===== config.mk =====
export PLATFORM = sky130hd
export DESIGN_NAME = rv_iopmp_error_arbiter
export DESIGN_NICKNAME = d
export VERILOG_FILES = /design/src/rtl/rv_iopmp_error_arbiter.sv
export SDC_FILE = /design/constraint.sdc
export NUM_CORES = 1
export LEC_CHECK = 0
export ABC_AREA = 1
export CAP_MARGIN = 20
export CELL_PAD_IN_SITES_DETAIL_PLACEMENT = 1
export CELL_PAD_IN_SITES_GLOBAL_PLACEMENT = 2
export CORE_MARGIN = 3
export CORE_UTILIZATION = 25
export CTS_CLUSTER_DIAMETER = 100
export DETAILED_ROUTE_END_ITERATION = 6
export GPL_TIMING_DRIVEN = 0
export HOLD_SLACK_MARGIN = 0.02
export MAX_ROUTING_LAYER = met4
export PLACE_DENSITY_LB_ADDON = 0.1
export SLEW_MARGIN = 20
export SYNTH_ARGS = -nofsm -noshare
export SYNTH_HDL_FRONTEND = slang
export SYNTH_SLANG_ARGS = --single-unit

===== constraint.sdc =====
create_clock -name clk_i -period 15.65 [get_ports clk_i]
set_input_delay 1.565 -clock clk_i [delete_from_list [all_inputs] [get_ports clk_i]]
set_output_delay 1.565 -clock clk_i [all_outputs]
set_load 0.01 [all_outputs]

===== src/rtl/rv_iopmp_error_arbiter.sv =====
// Error arbiter for IOPMP matching instances: buffers one report per instance,
// drains the buffers round-robin into the shared ERR_REQ* register set, and
// raises the error interrupt while a captured error is pending in software.

package rv_iopmp_error_arbiter_pkg;

    typedef struct packed {
        logic [1:0]  ttype;
        logic [2:0]  etype;
        logic [15:0] sid;
        logic [15:0] eid;
        logic [63:0] addr;
    } err_payload_t;

    typedef struct packed {
        logic         error_detected;
        err_payload_t payload;
    } error_capture_t;

    typedef struct packed {
        struct packed { logic q; } ip;
    } iopmp_reg2hw_err_reqinfo_reg_t;

    typedef struct packed {
        struct packed { logic       d; logic de; } ip;
        struct packed { logic [1:0] d; logic de; } ttype;
        struct packed { logic [2:0] d; logic de; } etype;
    } iopmp_hw2reg_err_reqinfo_reg_t;

    typedef struct packed {
        struct packed { logic [15:0] d; logic de; } sid;
        struct packed { logic [15:0] d; logic de; } eid;
    } iopmp_hw2reg_err_reqid_reg_t;

    typedef struct packed {
        logic [31:0] d;
        logic        de;
    } iopmp_hw2reg_err_reqaddr_reg_t;

    typedef struct packed {
        logic [31:0] d;
        logic        de;
    } iopmp_hw2reg_err_reqaddrh_reg_t;

endpackage

module rv_iopmp_error_arbiter
    import rv_iopmp_error_arbiter_pkg::*;
#(
    parameter int unsigned NUMBER_IOPMP_INSTANCES = 1,
    parameter int unsigned DROP_CNT_W             = 16
) (
    input  logic                           clk_i,
    input  logic                           rst_i,
    input  error_capture_t                 err_interface_i [NUMBER_IOPMP_INSTANCES],
    output logic [NUMBER_IOPMP_INSTANCES-1:0] err_ready_o,
    input  iopmp_reg2hw_err_reqinfo_reg_t  reg2hw_err_reqinfo_i,
    input  logic                           ie_i,
    output iopmp_hw2reg_err_reqinfo_reg_t  hw2reg_err_reqinfo_o,
    output iopmp_hw2reg_err_reqid_reg_t    hw2reg_err_reqid_o,
    output iopmp_hw2reg_err_reqaddr_reg_t  hw2reg_err_reqaddr_o,
    output iopmp_hw2reg_err_reqaddrh_reg_t hw2reg_err_reqaddrh_o,
    output logic                           irq_o,
    output logic [DROP_CNT_W-1:0]          drop_cnt_o,
    output logic                           busy_o
);

    localparam int unsigned N      = NUMBER_IOPMP_INSTANCES;
    localparam int unsigned PTR_W  = (N > 1) ? $clog2(N) : 1;
    localparam int unsigned PCNT_W = $clog2(N + 1);
    localparam int unsigned SUM_W  = DROP_CNT_W + PCNT_W + 1;
    localparam logic [SUM_W-1:0] CNT_MAX = {{(SUM_W - DROP_CNT_W){1'b0}}, {DROP_CNT_W{1'b1}}};

    typedef enum logic [1:0] {
        IDLE,
        COMMIT,
        HOLD
    } state_e;

    state_e              state_q, state_d;
    logic [N-1:0]        slot_valid_q, slot_valid_d;
    err_payload_t        slot_q [N];
    err_payload_t        slot_d [N];
    err_payload_t        payload_q, payload_d;
    logic [PTR_W-1:0]    rr_ptr_q, rr_ptr_d;
    logic [PTR_W-1:0]    winner_q, winner_d;
    logic [PTR_W-1:0]    winner_c;
    logic [PTR_W-1:0]    rr_next;
    logic                any_valid;
    logic                commit_fire;
    logic [N-1:0]        drop_vec;
    logic [PCNT_W-1:0]   drop_num;
    logic [SUM_W-1:0]    drop_sum;
    logic [DROP_CNT_W-1:0] drop_cnt_q, drop_cnt_d;
    logic                irq_q, irq_d;
    logic                ip;

    assign ip          = reg2hw_err_reqinfo_i.ip.q;
    assign irq_o       = irq_q;
    assign drop_cnt_o  = drop_cnt_q;
    assign busy_o      = (|slot_valid_q) | (state_q != IDLE);
    assign rr_next     = (winner_q == PTR_W'(N - 1)) ? '0 : winner_q + 1'b1;

    // Round-robin pick: slots at or above rr_ptr first, then wrap to the low slots.
    always_comb begin
        winner_c  = '0;
        any_valid = 1'b0;
        for (int unsigned i = 0; i < N; i++) begin
            if (!any_valid && slot_valid_q[i] && (i >= 32'(rr_ptr_q))) begin
                any_valid = 1'b1;
                winner_c  = PTR_W'(i);
            end
        end
        for (int unsigned i = 0; i < N; i++) begin
            if (!any_valid && slot_valid_q[i]) begin
                any_valid = 1'b1;
                winner_c  = PTR_W'(i);
            end
        end
    end

    // Slot fill/drain and drop counting; a drained slot may be refilled in the same cycle.
    always_comb begin
        drop_num = '0;
        for (int unsigned i = 0; i < N; i++) begin
            err_ready_o[i]  = ~slot_valid_q[i] | (commit_fire & (winner_q == PTR_W'(i)));
            drop_vec[i]     = err_interface_i[i].error_detected & ~err_ready_o[i];
            slot_valid_d[i] = slot_valid_q[i];
            slot_d[i]       = slot_q[i];
            if (commit_fire && (winner_q == PTR_W'(i))) begin
                slot_valid_d[i] = 1'b0;
            end
            if (err_interface_i[i].error_detected && err_ready_o[i]) begin
                slot_valid_d[i] = 1'b1;
                slot_d[i]       = err_interface_i[i].payload;
            end
            drop_num = drop_num + PCNT_W'(drop_vec[i]);
        end
        drop_sum   = SUM_W'(drop_cnt_q) + SUM_W'(drop_num);
        drop_cnt_d = (drop_sum > CNT_MAX) ? '1 : DROP_CNT_W'(drop_sum);
    end

    // Commit FSM next state and hw2reg write strobes.
    always_comb begin
        state_d               = state_q;
        payload_d             = payload_q;
        winner_d              = winner_q;
        rr_ptr_d              = rr_ptr_q;
        commit_fire           = 1'b0;
        hw2reg_err_reqinfo_o  = '0;
        hw2reg_err_reqid_o    = '0;
        hw2reg_err_reqaddr_o  = '0;
        hw2reg_err_reqaddrh_o = '0;
        unique case (state_q)
            IDLE: begin
                if (ip) begin
                    state_d = HOLD;
                end else if (any_valid) begin
                    winner_d = winner_c;
                    for (int unsigned i = 0; i < N; i++) begin
                        if (winner_c == PTR_W'(i)) begin
                            payload_d = slot_q[i];
                        end
                    end
                    state_d = COMMIT;
                end
            end
            COMMIT: begin
                commit_fire                   = 1'b1;
                hw2reg_err_reqinfo_o.ip.de    = 1'b1;
                hw2reg_err_reqinfo_o.ip.d     = 1'b1;
                hw2reg_err_reqinfo_o.ttype.de = 1'b1;
                hw2reg_err_reqinfo_o.ttype.d  = payload_q.ttype;
                hw2reg_err_reqinfo_o.etype.de = 1'b1;
                hw2reg_err_reqinfo_o.etype.d  = payload_q.etype;
                hw2reg_err_reqid_o.sid.de     = 1'b1;
                hw2reg_err_reqid_o.sid.d      = payload_q.sid;
                hw2reg_err_reqid_o.eid.de     = 1'b1;
                hw2reg_err_reqid_o.eid.d      = payload_q.eid;
                hw2reg_err_reqaddr_o.de       = 1'b1;
                hw2reg_err_reqaddr_o.d        = payload_q.addr[31:0];
                hw2reg_err_reqaddrh_o.de      = 1'b1;
                hw2reg_err_reqaddrh_o.d       = payload_q.addr[63:32];
                rr_ptr_d                      = rr_next;
                state_d                       = HOLD;
            end
            HOLD: begin
                if (!ip) begin
                    state_d = IDLE;
                end
            end
            default: state_d = IDLE;
        endcase
        irq_d = ie_i & (state_q == HOLD) & ip;
    end

    // State, slot and counter registers; reset discards held slots and any in-flight commit.
    always_ff @(posedge clk_i or posedge rst_i) begin
        if (rst_i) begin
            state_q      <= IDLE;
            slot_valid_q <= '0;
            for (int unsigned i = 0; i < N; i++) begin
                slot_q[i] <= '0;
            end
            payload_q    <= '0;
            rr_ptr_q     <= '0;
            winner_q     <= '0;
            drop_cnt_q   <= '0;
            irq_q        <= 1'b0;
        end else begin
            state_q      <= state_d;
            slot_valid_q <= slot_valid_d;
            for (int unsigned i = 0; i < N; i++) begin
                slot_q[i] <= slot_d[i];
            end
            payload_q    <= payload_d;
            rr_ptr_q     <= rr_ptr_d;
            winner_q     <= winner_d;
            drop_cnt_q   <= drop_cnt_d;
            irq_q        <= irq_d;
        end
    end

endmodule


# [Yosys cells after proc, flatten, opt, wreduce, memory -nomap -nowiden]
# Index checks and enable logic that the tools add are counted.
[totals] out_inout_bits=128 register_bits=222
[op_classes] n_bitwise=8 order_cmp=1 n_mux=14 n_addsub=1 reduce_logical=8 eq_ne=4
[ops] cell="$mux 33" n=2
[ops] cell="$mux 34" n=1
[ops] cell="$add 16x1->17" n=1
[ops] cell="$gt 17x16->1 const B" n=1
[ops] cell="$mux 16" n=1
[ops] cell="$mux 9" n=1
[ops] cell="$mux 2" n=3
[ops] cell="$pmux 2 s3" n=1
[ops] cell="$mux 1" n=5
[ops] cell="$reduce_bool 2->1" n=2
[ops] cell="$and 1x1->1" n=3
[ops] cell="$ne 3x3->1 const B" n=1
[ops] cell="$not 1->1" n=3
[ops] cell="$reduce_and 3->1" n=1
[ops] cell="$eq 2x1->1 const B" n=1
[ops] cell="$eq 2x2->1 const B" n=1
[ops] cell="$logic_and 1x1->1" n=2
[ops] cell="$logic_not 2->1" n=1
[ops] cell="$ne 2x2->1 const B" n=1
[ops] cell="$or 1x1->1" n=2
[ops] cell="$reduce_and 2->1" n=1
[ops] cell="$logic_not 1->1" n=1

# [Longest topological paths before layout]
# Gate-level depths: netlist (run 1).
[logic_depth] word_depth=8 depth_mapped=15 depth_no_buf=13

# [Worst setup path after synthesis (run 1)]
# OpenSTA, ideal clock, no wires.
[synth_path] path_type="in2reg" startpoint="in err_interface_i[101] (netlist name)" endpoint="reg drop_cnt_q[10] (netlist: drop_cnt_o[10])" t_required_ps=15585 stages=11 slack_ps=12585 arrival_ps=2999 path_cell_list="clkbuf_1 > inv_1 > nor2_1 > ha_1 > nand2_1 > nor2_4 > nand2_1 > inv_1 > nand3_1 > buf_2 > nand2_1"
[synth_via] elab_chain_cells=4
[synth_lines] element="from (decl)" line_no="55" source="input error_capture_t err_interface_i [NUMBER_IOPMP_INSTANCES],"
[synth_lines] element="$and 1x1->1 *" line_no="127" source="drop_vec[i] = err_interface_i[i].error_detected & ~err_ready_o[i];"
[synth_lines] element="$add 16x1->17 *" line_no="139" source="drop_sum = SUM_W'(drop_cnt_q) + SUM_W'(drop_num);"
[synth_lines] element="$gt 17x16->1" line_no="140" source="drop_cnt_d = (drop_sum > CNT_MAX) ? '1 : DROP_CNT_W'(drop_sum);"
[synth_lines] element="$mux 16 *" line_no="140"
[synth_lines] element="via drop_cnt_d[10]" line_no="94" source="logic [DROP_CNT_W-1:0] drop_cnt_q, drop_cnt_d;"
[synth_lines] element="to (signal assigned)" line_no="219" source="drop_cnt_q <= drop_cnt_d;"
[synth_lines] element="to (decl)" line_no="94"
# The timed path passes the listed nets; every way through them passes the cells marked *.
# A chain may end at the register's enable or synchronous reset.

==> results of run 1 <==
## cell usage after synthesis
library cell and instances:
nand2_1 265, dfrtp_1 222, nor2_1 167, inv_1 163
o21ai_0 103, nand3_1 59, a21oi_1 47, buf_2 30
clkbuf_1 23, buf_4 9, buf_6 7, xor2_1 5
nand4_1 3, xnor2_1 3, ha_1 2, o21bai_1 2
buf_1 1, inv_2 1, nand2_2 1, nand2_4 1
nor2_4 1, nor3_1 1, or2_1 1
## kinds of logic (layout without fill, tap and decap cells)
| kind of cell | after synthesis | in the layout |
|---|---|---|
| other cells | 0 | 4 |
| fa+ha+maj | 2 | 2 |
| flops | 222 | 222 |
| compound gates | 152 | 152 |
| buf+inv | 234 | 518 |
| xor+xnor | 8 | 8 |
| simple gates | 499 | 499 |
## how the worst max path moves through the flow
stage                         endpoint  slack [ns]
5_1_grt        hw2reg_err_reqinfo_o[7]       10.72
3_3_place_gp                slot_q[61]        4.16
3_5_place_dp            drop_cnt_o[12]       11.19
4_1_cts        hw2reg_err_reqinfo_o[7]       10.86
2_1_floorplan            drop_cnt_o[0]        8.01
6_report       hw2reg_err_reqinfo_o[7]       11.07
## layer usage
layer	wire [um]	GRT usage [%]	vias to the layer above	share of wire, %
met5	0	-	-	0
met4	610	3.334	0	2.0
met3	1602	3.038	43	5.2
met2	14270	25.29	170	47
met1	14120	20.84	3804	46
li1	-	-	3916	-
## stage by stage
stage	hold WS, ns	power [mW]	setup slack, ns	std cells
2_1_floorplan	0.4422	1.233	8.007	1117
3_3_place_gp	0.4545	1.427	4.163	1818
3_5_place_dp	0.4586	1.447	11.19	1820
4_1_cts	0.4720	2.086	10.86	1869
5_1_grt	0.4922	2.217	10.72	1871
6_report	0.4680	2.044	11.07	1873
## flip-flops by register name, summed over array words and instances, names as in the netlist
register / count
state_q: 2
slot_valid_q: 1
payload_q: 101
irq_o: 1
slot_q: 101
drop_cnt_o: 16
## layout make-up
cell class,instances,area (um2)
flip-flops and latches,222,5555
clock buffers,41,778.2
well taps,468,585.6
multi-input cells,661,2836
fillers,4357,23530
plain buffers,70,386.6
clock inverters,8,93.84
inverters,164,623.1
diodes,4,10.01
repair buffers,235,2387
## power groups by stage
| stage | clock [mW] | sequential [mW] | combinational, mW |
|---|---|---|---|
| 2_1_floorplan | 0 | 0.915 | 0.319 |
| 4_1_cts | 0.644 | 0.928 | 0.515 |
| 3_5_place_dp | 0 | 0.936 | 0.511 |
| 5_1_grt | 0.670 | 0.957 | 0.590 |
| 3_3_place_gp | 0 | 0.931 | 0.496 |
| 6_report | 0.621 | 0.925 | 0.498 |
## worst register-to-register path: cells and delay by family, from the launching register on
family	cells	cell delay (ns)
buffers and inverters	5	0.78
AND/OR/NAND/NOR	8	1.08
adder cells (fa/ha/maj)	1	0.19
flip-flops	1	0.40
==> results.sh, run 1 <==
export IMPL_status="complete, no violations"
export IMPL_crit_cells=8
export IMPL_r2r_end="drop_cnt_o[10]"
export IMPL_globalplace_congestion=0.7406
export IMPL_avgSynthCellArea_um2=8.410
export IMPL_yosysWarnings=0
export IMPL_post_cts_buffers=0
export IMPL_critPathTopFamily="buffers and inverters"
export IMPL_design_area_um2=13260
export IMPL_finClkSkew_ns=0.02070
export IMPL_port_buffers=233
export IMPL_seq_area_frac_synth_pct=59.14
export IMPL_power_frac_seq_pct=45.3
export IMPL_cts_buffers=27
export IMPL_power_leakage_nw=6.400
export IMPL_avgRoutedWirePerCell_um=16.34
export IMPL_num_vias=7933
export IMPL_synth_top_family_by_area="simple AND/OR/NAND/NOR gates"
export IMPL_cts_max_level=1
export IMPL_fmax_ghz=0.2184
export IMPL_swShare_pct=30.98
export IMPL_grt_pass1_vias=8333
export IMPL_gr_total_overflow=0
export IMPL_insertion_delay_ns=0.54
export IMPL_grt_max_degree=82
export IMPL_p_comb_share_pct=24.4
export IMPL_worst_ir_drop_vdd_uv=73.59
export IMPL_fin_crit_sh_pct=29.25
export IMPL_setup_tns_ns=0
export IMPL_synth_top_cells_by_area="dfrtp_1, nand2_1, nor2_1, inv_1, o21ai_0"
export IMPL_hp_class="flop to flop"
export IMPL_min_to="slot_q[57]"
export IMPL_maxCapViolCount=0
export IMPL_antenna_found_initial=2
export IMPL_yosysTopAreaCellShare_pct=59.14
export IMPL_ys_ff_latch=222
export IMPL_drtPass1Iterations=4
export IMPL_setup_viol=0
export IMPL_drc_errors=0
export IMPL_grt_usage_pct=15.73
export IMPL_cp_max_fo=10
export IMPL_syn_inst=1117
export IMPL_reg2regPathDepth=14
export IMPL_vias_per_cell=4.235
export IMPL_r2r_start="state_q[0]"
export IMPL_holdPathStages=2
export IMPL_mostFrequentLayoutCell="nand2_1"
export IMPL_crit_slowest_cell="clkbuf_1"
export IMPL_r2r_slack_ns=13.13
export IMPL_die_y_um=199.8
export IMPL_synth_mux_area_share_pct=0
export IMPL_path_buf_inv=7
export IMPL_synth_cell_types=23
export IMPL_cts_tree="done"
export IMPL_path_cells="inv_1 -> or2_1 -> buf_2 -> clkbuf_1 -> buf_2 -> inv_1 -> buf_4 -> clkdlybuf4s50_1"
export IMPL_nets=1489
export IMPL_yosys_area_top_type="dfrtp_1"
export IMPL_synthSimpleGateAreaFrac_pct=21.03
export IMPL_power_frac_clock_pct=30.4
export IMPL_finalHoldViolations=0
export IMPL_timing_slew_headroom_pct=50.22
export IMPL_layout_common_cells="nand2_1, clkdlybuf4s50_1, dfrtp_1, nor2_1, inv_1"
export IMPL_root_buffer="clkbuf_16"
export IMPL_syn_cell_area_um2=9394
export IMPL_synth_compound_area_share_pct=8.151
export IMPL_synth_fa_ha_area_share_pct=0.2664
export IMPL_crit_path_end_kind="output port"
export IMPL_grt_pass1_wl_mm=47.67
export IMPL_powerDensity_nw_per_um2=154.2
export IMPL_synth_nets=1225
export IMPL_hold_start="slot_q[57]"
export IMPL_switchingPower_mw=0.6333
export IMPL_postCtsHoldBufs=0
export IMPL_rows=70
export IMPL_drt_total_wl_mm=30.61
export IMPL_min_period_ns=4.578
export IMPL_start_util_pct=25.54
export IMPL_synth_xor_area_share_pct=0.7459
export IMPL_die_w_um=199.8
export IMPL_slowest_delay_ns=0.58
export IMPL_drt_initial_drc_count=349
export IMPL_path_class="flop to output port"
export IMPL_placed_area_um2=12370
export IMPL_post_cts_resized=0
export IMPL_arrival_ns=3.01
export IMPL_io_pins=234
export IMPL_cp_startpoint="state_q[0]"
export IMPL_rsz0062_at_grt="no"
export IMPL_dp_hpwl_mm=22.01
export IMPL_maxSlewViolCount=0
export IMPL_area_growth_pct=41.12
export IMPL_clk_pin_slew_ns=0.05
export IMPL_ant_nets=0
export IMPL_critPathRequiredTime_ns=14.09
export IMPL_core_area_um2=36790
export IMPL_post_route_util_pct=36.04
export IMPL_clock_sinks=222
export IMPL_tightestPinTransition_ns=0.7467
export IMPL_die_area_um2=39940
export IMPL_layout_drive_gt1_share_pct=6.638
export IMPL_start_kind="flop"
export IMPL_clk_path_buf_depth=3
export IMPL_intPower_mw=1.411
No activity file was read; power rests on OpenSTA's default activity.
==> inputs of run 2 (changes only) <==
==> constraint.sdc (replaced) <==
create_clock -name clk_i -period 4.4 [get_ports clk_i]
set_input_delay 0.44 -clock clk_i [delete_from_list [all_inputs] [get_ports clk_i]]
set_output_delay 0.44 -clock clk_i [all_outputs]
set_load 0.01 [all_outputs]
==> run 2 against run 1 <==
Net effect: global-route usage up 0.087 points; setup slack worse by 10 ns; sequential power rose to 3.6 times the previous value; clock power grew to 3.3 times the previous value; critical endpoint is now hw2reg_err_reqinfo_o[4].
==> results.sh, run 2 (synthesis gave the netlist of run 1 again) <==
export IMPL_powerDensity_nw_per_um2=539.3
export IMPL_maxSlewViolCount=0
export IMPL_grt_pass1_wl_mm=47.98
export IMPL_nets=1495
export IMPL_ant_nets=0
export IMPL_drc_errors=0
export IMPL_intPower_mw=4.929
export IMPL_min_period_ns=3.486
export IMPL_p_comb_share_pct=24.9
export IMPL_finClkSkew_ns=0.009713
export IMPL_finalHoldViolations=0
export IMPL_fmax_ghz=0.2868
export IMPL_arrival_ns=3.05
export IMPL_antenna_found_initial=0
export IMPL_whs_ns=0.1873
export IMPL_gr_total_overflow=0
export IMPL_clk_pin_slew_ns=0.06
export IMPL_r2r_end="drop_cnt_o[9]"
export IMPL_r2r_start="state_q[0]"
export IMPL_swShare_pct=31.17
export IMPL_tightestPinTransition_ns=0.7447
export IMPL_area_growth_pct=41.36
export IMPL_hp_class="input pin to async pin"
export IMPL_grt_pass1_vias=8452
export IMPL_n_antenna_cell=0
export IMPL_num_vias=7885
export IMPL_cp_max_fo=10
export IMPL_worstSetupEndpoint="hw2reg_err_reqinfo_o[4]"
export IMPL_die_w_um=199.8
export IMPL_post_route_util_pct=36.10
export IMPL_r2r_slack_ns=1.82
export IMPL_layout_common_cells="nand2_1, clkdlybuf4s50_1, dfrtp_1, nor2_1, inv_1"
export IMPL_die_y_um=199.8
export IMPL_path_class="flop to output port"
export IMPL_cts_tree="done"
export IMPL_rsz0062_at_grt="no"
export IMPL_die_area_um2=39940
export IMPL_power_frac_seq_pct=46.1
export IMPL_vias_per_cell=4.214
export IMPL_post_cts_buffers=0
export IMPL_drt_initial_drc_count=284
export IMPL_setup_viol=0
export IMPL_critPathRequiredTime_ns=3.96
export IMPL_reg2regPathDepth=14
export IMPL_power_leakage_nw=6.405
export IMPL_cp_startpoint="state_q[0]"
export IMPL_insertion_delay_ns=0.52
export IMPL_postCtsHoldBufs=0
export IMPL_avgRoutedWirePerCell_um=16.47
export IMPL_maxCapViolCount=0
export IMPL_start_kind="flop"
export IMPL_core_area_um2=36790
export IMPL_port_buffers=233
export IMPL_post_cts_resized=0
export IMPL_worst_ir_drop_vdd_uv=273.1
export IMPL_cts_buffers=27
export IMPL_cts_max_level=1
export IMPL_rows=70
export IMPL_globalplace_congestion=0.7238
export IMPL_root_buffer="clkbuf_16"
export IMPL_start_util_pct=25.54
export IMPL_setup_tns_ns=0
export IMPL_grt_usage_pct=15.82
export IMPL_drt_total_wl_mm=30.82
export IMPL_io_pins=234
export IMPL_switchingPower_mw=2.233
export IMPL_dp_hpwl_mm=22.58
export IMPL_clk_path_buf_depth=3
export IMPL_timing_slew_headroom_pct=50.35
export IMPL_power_mw=7.161
export IMPL_drtPass1Iterations=4
export IMPL_layout_drive_gt1_share_pct=6.629
export IMPL_clock_sinks=222
export IMPL_fin_crit_sh_pct=79.23
export IMPL_mostFrequentLayoutCell="nand2_1"
export IMPL_crit_path_end_kind="output port"
export IMPL_grt_max_degree=32
export IMPL_status="complete, no violations"
export IMPL_power_frac_clock_pct=29.0
-- run 2: cell count changes in the layout (fill, tap and decap cells not counted), sizes merged --
cell	delta
bufinv	-1
inv	-2
clkinv	-2
diode	-4
clkinvlp	+1
buf	+6
-- run 2: layer usage --
metal	wire (um)	track usage (%)	part of all wire (%)	vias to the layer above
met5	0	-	0	-
met4	510	2.714	1.7	0
met3	1148	2.635	3.7	30
met2	14440	25.70	47	145
met1	14720	21.28	48	3791
li1	-	-	-	3919
-- run 2: worst max-delay path: stages (launching register included) --
cell and delay, ns:
dfrtp_1 0.39, inv_1 0.07, or2_1 0.09, buf_2 0.15
clkbuf_1 0.58, buf_2 0.40, inv_1 0.19, buf_4 0.17
clkdlybuf4s50_1 0.47
-- run 2: cell type report --
| class | instances | area, um2 |
|---|---|---|
| tap | 468 | 585.6 |
| timing repair buffer | 241 | 2492 |
| clock buffer | 41 | 758.2 |
| inverter | 164 | 619.3 |
| buffer | 70 | 386.6 |
| clock inverter | 4 | 45.04 |
| multi-input combinational | 661 | 2836 |
| fill | 4368 | 23510 |
| sequential | 222 | 5555 |
-- run 2: worst min path at each step --
stage / startpoint / endpoint / slack [ns]
floorplan: slot_q[100] / slot_q[100] / 0.44
global placement: slot_q[66] / slot_q[66] / 0.46
detailed placement: slot_q[89] / slot_q[89] / 0.46
CTS: rst_i / slot_q[34] / 0.17
global route: rst_i / slot_q[34] / 0.17
finish: rst_i / slot_q[34] / 0.19
-- run 2: through the flow --
stage	area (um2)	setup WS, ns	instances
after floorplan	9398	1.064	1117
after global placement	12320	-1.121	1818
after detailed placement	12480	1.050	1826
after CTS	13280	0.7583	1871
after global routing	13280	0.6580	1871
final	13280	0.9138	1871
-- run 2: power by group through the flow --
stage	clock [mW]	sequential, mW	combinational [mW]
2_1_floorplan	0	3.25	1.13
3_3_place_gp	0	3.32	1.76
3_5_place_dp	0	3.34	1.83
4_1_cts	2.17	3.31	1.84
5_1_grt	2.25	3.41	2.11
6_report	2.08	3.30	1.78
